--- config.mk ---
export PLATFORM = sky130hd
export DESIGN_NAME = student_tlul_host
export DESIGN_NICKNAME = d
export VERILOG_FILES = /design/src/rtl/student_tlul_host_pkg.sv /design/src/rtl/student_tlul_host_timer.sv /design/src/rtl/student_tlul_host.sv
export SDC_FILE = /design/constraint.sdc
export NUM_CORES = 1
export LEC_CHECK = 0
export CAP_MARGIN = 15
export CELL_PAD_IN_SITES_DETAIL_PLACEMENT = 1
export CELL_PAD_IN_SITES_GLOBAL_PLACEMENT = 1
export CORE_UTILIZATION = 27
export CTS_CLUSTER_DIAMETER = 150
export DETAILED_ROUTE_END_ITERATION = 8
export PLACE_DENSITY_LB_ADDON = 0.15
export SLEW_MARGIN = 10
export SYNTH_ARGS = -nofsm -noshare
export SYNTH_HDL_FRONTEND = slang
export SYNTH_SLANG_ARGS = --single-unit
export TNS_END_PERCENT = 100
--- constraint.sdc ---
create_clock -name clk_i -period 1.85 [get_ports clk_i]
set_clock_uncertainty 0.15 [all_clocks]
set_input_delay 0.37 -clock clk_i [delete_from_list [all_inputs] [get_ports clk_i]]
set_output_delay 0.37 -clock clk_i [all_outputs]
set_load 0.03 [all_outputs]
--- src/rtl/student_tlul_host_pkg.sv ---
// Shared types for the TL-UL host.
//   tlul_pkg              : minimal TL-UL channel structs and opcodes
//   student_tlul_host_pkg : host FSM states, command/response records,
//                           word-size constant and opcode selection helper
package tlul_pkg;

  typedef enum logic [2:0] {
    PutFullData    = 3'h0,
    PutPartialData = 3'h1,
    Get            = 3'h4
  } tl_a_op_e;

  typedef enum logic [2:0] {
    AccessAck     = 3'h0,
    AccessAckData = 3'h1
  } tl_d_op_e;

  typedef struct packed {
    logic        a_valid;
    tl_a_op_e    a_opcode;
    logic [2:0]  a_param;
    logic [1:0]  a_size;
    logic [7:0]  a_source;
    logic [31:0] a_address;
    logic [3:0]  a_mask;
    logic [31:0] a_data;
    logic        d_ready;
  } tl_h2d_t;

  typedef struct packed {
    logic        d_valid;
    tl_d_op_e    d_opcode;
    logic [2:0]  d_param;
    logic [1:0]  d_size;
    logic [7:0]  d_source;
    logic        d_sink;
    logic [31:0] d_data;
    logic        d_error;
    logic        a_ready;
  } tl_d2h_t;

endpackage

package student_tlul_host_pkg;

  localparam logic [1:0] TL_SIZE_WORD = 2'd2;

  typedef enum logic [1:0] {IDLE, REQ, WAIT, RSP} state_e;

  typedef struct packed {
    logic        we;
    logic [31:0] addr;
    logic [31:0] wdata;
    logic [3:0]  be;
  } cmd_t;

  typedef struct packed {
    logic [31:0] rdata;
    logic        error;
  } rsp_t;

  // Full-word writes use PutFullData; any partial byte mask needs PutPartialData.
  function automatic tlul_pkg::tl_a_op_e a_opcode(input cmd_t c);
    if (!c.we)           return tlul_pkg::Get;
    else if (c.be == 4'hF) return tlul_pkg::PutFullData;
    else                 return tlul_pkg::PutPartialData;
  endfunction

endpackage

--- src/rtl/student_tlul_host_timer.sv ---
// Response-wait timer for the TL-UL host.
//   clk_i, rst_i : clock, synchronous active-high reset
//   clr          : hold count at zero (asserted whenever the host is not waiting)
//   en           : one wait cycle elapsed without a D beat
//   expired      : this enabled cycle is the LIMIT-th one
module student_tlul_host_timer #(
  parameter int LIMIT = 255
) (
  input  logic clk_i,
  input  logic rst_i,
  input  logic clr,
  input  logic en,
  output logic expired
);

  localparam logic [7:0] LAST = 8'(LIMIT - 1);

  logic [7:0] cnt;

  always_ff @(posedge clk_i) begin
    if (rst_i || clr)        cnt <= '0;
    else if (en && !expired) cnt <= cnt + 8'd1;
  end

  // Flags during the LIMIT-th empty wait cycle so the FSM leaves WAIT on that edge.
  assign expired = en && (cnt == LAST);

endmodule

--- src/rtl/student_tlul_host.sv ---
// Single-outstanding TL-UL host: turns a simple valid/ready command into one
// A-channel request, waits for the D beat, and returns a valid/ready response.
//   clk_i, rst_i        : clock, synchronous active-high reset
//   cmd_*               : command (we, byte addr, wdata, byte enables)
//   rsp_*               : response (rdata, error)
//   tl_o / tl_i         : TL-UL host-to-device / device-to-host channels
// Optional: STUDENT_TLUL_HOST_TIMEOUT_EN adds a response timeout of
// TIMEOUT_CYCLES wait cycles that completes the command with an error.
module student_tlul_host
  import student_tlul_host_pkg::*;
#(
  parameter int SOURCE_ID      = 0,
  parameter int TIMEOUT_CYCLES = 255
) (
  input  logic              clk_i,
  input  logic              rst_i,
  input  logic              cmd_valid_i,
  output logic              cmd_ready_o,
  input  logic              cmd_we_i,
  input  logic [31:0]       cmd_addr_i,
  input  logic [31:0]       cmd_wdata_i,
  input  logic [3:0]        cmd_be_i,
  output logic              rsp_valid_o,
  input  logic              rsp_ready_i,
  output logic [31:0]       rsp_rdata_o,
  output logic              rsp_error_o,
  output tlul_pkg::tl_h2d_t tl_o,
  input  tlul_pkg::tl_d2h_t tl_i
);

  localparam logic [7:0] SRC = 8'(SOURCE_ID);

  state_e state, state_n;
  cmd_t   cmd_q;
  rsp_t   rsp_q;
  logic   timeout;

`ifdef STUDENT_TLUL_HOST_TIMEOUT_EN
  student_tlul_host_timer #(.LIMIT(TIMEOUT_CYCLES)) u_timer (
    .clk_i   (clk_i),
    .rst_i   (rst_i),
    .clr     (state != WAIT),
    .en      ((state == WAIT) && !tl_i.d_valid),
    .expired (timeout)
  );
`else
  assign timeout = 1'b0;
  logic unused_cfg;
  assign unused_cfg = ^TIMEOUT_CYCLES;
`endif

  // D-channel fields the host never needs, plus the dropped sub-word address bits.
  logic unused_in;
  assign unused_in = ^{tl_i.d_opcode, tl_i.d_param, tl_i.d_size, tl_i.d_sink,
                       cmd_addr_i[1:0]};

  always_ff @(posedge clk_i) begin
    if (rst_i) begin
      state <= IDLE;
      cmd_q <= '0;
      rsp_q <= '0;
    end else begin
      state <= state_n;
      if (state == IDLE && cmd_valid_i)
        cmd_q <= '{we: cmd_we_i, addr: {cmd_addr_i[31:2], 2'b00},
                   wdata: cmd_wdata_i, be: cmd_be_i};
      if (state == WAIT) begin
        if (tl_i.d_valid)
          rsp_q <= '{rdata: cmd_q.we ? 32'h0 : tl_i.d_data,
                     error: tl_i.d_error | (tl_i.d_source != SRC)};
        else if (timeout)
          rsp_q <= '{rdata: 32'h0, error: 1'b1};
      end
    end
  end

  always_comb begin
    state_n     = state;
    cmd_ready_o = 1'b0;
    tl_o        = '0;
    unique case (state)
      IDLE: begin
        cmd_ready_o = 1'b1;
        if (cmd_valid_i) state_n = REQ;
      end
      REQ: begin
        tl_o.a_valid   = 1'b1;
        tl_o.a_opcode  = a_opcode(cmd_q);
        tl_o.a_size    = TL_SIZE_WORD;
        tl_o.a_source  = SRC;
        tl_o.a_address = cmd_q.addr;
        tl_o.a_mask    = cmd_q.we ? cmd_q.be : 4'hF;
        tl_o.a_data    = cmd_q.we ? cmd_q.wdata : 32'h0;
        if (tl_i.a_ready) state_n = WAIT;
      end
      WAIT: begin
        tl_o.d_ready = 1'b1;
        if (tl_i.d_valid || timeout) state_n = RSP;
      end
      RSP: begin
        if (rsp_ready_i) state_n = IDLE;
      end
      default: state_n = IDLE;
    endcase
  end

  assign rsp_valid_o = (state == RSP);
  assign rsp_rdata_o = rsp_q.rdata;
  assign rsp_error_o = rsp_q.error;

endmodule

==> results.toml <==
[outcome]
status = "finished, violations left"
violations = "setup timing"

[clock_network]
clk_path_buf_depth = 2
clock-sinks = 102
path_clk_slew_ns = 0.07
cts_buffers = 9
hold_buffers = 0
tritoncts = "yes"
insertion_delay_ns = 0.34
h-tree-depth = 3
root_buffer = "clkbuf_16"

[power_and_ir_drop]
p_int_w = 0.00572
p_leak_nw = 3.16
p_comb_frac = 0.443
seqPwrFrac = 0.315
pwr-share-clk = 0.242
swShare = 0.353
power_switching_w = 0.00312
total_power_w = 0.00883
power_density_nw_per_um2 = 1130
peakVddDrop_mv = 0.541

[routing]
drcViolationCount = 0
routed_wirelength_mm = 15.6
drtIter0Drc = 120
vias_per_cell = 4.55
ant_nets = 0
vias = 4516
wl_per_cell_um = 15.7
drt_first_pass_iters = 4

[floorplanning]
die_h_um = 131
fp-row-count = 46
dieWidth_um = 131
die_area_um2 = 17100
pin_count = 246
coreArea_um2 = 16100
start_util = 0.279

[grt]
grt_pass1_vias = 4641
grt_overflow_total = 0
grt_pass1_wl_mm = 23.6
antenna_found_initial = 0
grt_max_degree = 44
grt_usage = 0.179

[synth]
netlist.top_cell.by_area = "dfxtp_1"
ys_types = 31
syn_inst = 563
synth_edf_count = 0
synth-seq-cells = 102
synth_area_per_cell_um2 = 7.96
ys_seq_area_frac = 0.456
ys_async_sr_fraction = 0
synth_top_area_share = 0.456
netlist_area_um2 = 4480
ys_warn_count = 0
synthTopCellsByArea = "dfxtp_1, nand2_1, a21oi_1"
synth_ff_type = "dfxtp_1"

[worst_setup_path]
crit_type = "flip-flop to primary output"
crit_chain = "inv_2 > ha_4 > buf_12 > buf_16 > and3_4 > buf_6"
r2r_cells = 6
crit_path_max_fanout = 11
critical_path.max_stage_delay_ns = 0.34
r2r_slack_ns = 0.11
slowest_stage = "dfxtp_2"
r2r_start = "state[1]"
end_kind = "primary output"
path_delay_family = "buffers and inverters"
rr_endpoint = "state[0]"
crit_path_start_kind = "flip-flop"
required_ns = 1.33
crit_buf_inv = 4
arrival_ns = 1.50

[timing]
worst_slack_ns = -0.171
rsz0062_at_grt = "yes"
drv_slew = 0
fmax_mhz = 495
setup_viol = 70
hold_violations = 0
timing.final.crit_share = 1.09
period_needed_ns = 2.02
setup-tns-final_ns = -10.31

[placement]
io_buffers = 219
gp_congestion = 0.704
dp_hpwl_mm = 10.7
dp.cells = 964

[worst_hold_path]
min_from = "rst_i"
hold-path-endpoint = "cmd_q[17]"
min_path_cells = 2
hp-class = "input pin to flip-flop"

[layout]
multi_input_area_um2 = 2400
n_fill_cell = 1840
drive_gt1_frac = 0.252
layout_commonest_cell = "nand2_1"
layout_common_cells = "nand2_1, clkdlybuf4s50_1, dfxtp_1, a21oi_1, buf_6"
area_growth_syn_to_layout_pct = 73.9
instances_no_fill = 993
seqCellArea_um2 = 2050
nets = 902
antenna_cells = 0

[job]
maxCapViolations = 0
-- cell type report --
class                      count  share of cell area
timing repair buffer         247               0.347
multi-input combinational    405               0.309
sequential                   102               0.263
tap                          216              0.0347
clock buffer                  12              0.0304
clock inverter                 4              0.0122
inverter                       7             0.00337
-- Yosys cell counts, types with 2 or more instances --
master	instances
and3_1	32
nand3b_1	31
clkbuf_2	3
buf_6	5
ha_1	5
nand2_1	169
inv_1	7
nor2b_1	3
buf_8	3
buf_2	10
dfxtp_1	102
and2_1	32
mux2i_1	2
a21boi_0	4
a21oi_1	98
clkbuf_1	24
nand2b_1	3
buf_4	17
-- registers in the layout (all words and copies together), names as in the netlist --
name         count
rsp_rdata_o     32
cmd_q           67
state            2
rsp_error_o      1
-- through the flow --
| step | hold slack (ns) | instance area (um^2) | util | worst slack [ns] |
|---|---|---|---|---|
| after global placement | 0.287 | 6760 | 0.421 | 0.0185 |
| after CTS | 0.274 | 7740 | 0.482 | -0.174 |
| after floorplan | 0.282 | 4580 | - | 0.00653 |
| after detailed placement | 0.292 | 6760 | 0.421 | -0.0167 |
| final | 0.283 | 7790 | 0.485 | -0.171 |
| after global routing | 0.286 | 7790 | 0.485 | -0.217 |
-- worst max path at each step --
stage	cells after the start	start	slack, ns	to
floorplan	5	state[1]	0.007	tl_o[48]
global placement	5	tl_i[51]	0.02	rsp_error_o
detailed placement	5	tl_i[51]	-0.02	rsp_error_o
CTS	6	state[1]	-0.17	tl_o[8]
global route	6	state[1]	-0.22	tl_o[35]
finish	6	state[1]	-0.17	tl_o[17]
-- per-layer routing --
metal | GRT usage | part of all wire
met1 | 0.207 | 0.42
met2 | 0.311 | 0.48
met3 | 0.0562 | 0.078
met4 | 0.0622 | 0.017
met5 | 0 | 0
-- cells by family (layout without fill, tap and decap cells) --
family | count (synthesis) | in the layout | synth area share
compound gates | 107 | 107 | 0.130
flops | 102 | 102 | 0.456
fa+ha+maj | 5 | 5 | 0.0140
other cells | 1 | 15 | 0.000837
buf+inv | 70 | 270 | 0.0924
simple gates | 276 | 276 | 0.303
mux | 2 | 2 | 0.00447
-- power groups by stage --
stage               registers, W  clock network [W]  logic (W)
finish                   0.00278            0.00214    0.00392
global route             0.00283            0.00232    0.00423
CTS                      0.00277            0.00222    0.00389
detailed placement       0.00280                  0    0.00331
global placement         0.00278                  0    0.00323
floorplan                0.00289                  0    0.00190
-- timing repair --
action,4_1_cts,5_1_grt
buffers inserted,9,2
pin swaps,5,5
endpoints found under the hold margin,0,0
resized for setup,181,4
endpoints found under the setup margin,105,72
cloned,2,1
(Power assumes the default switching activity.)
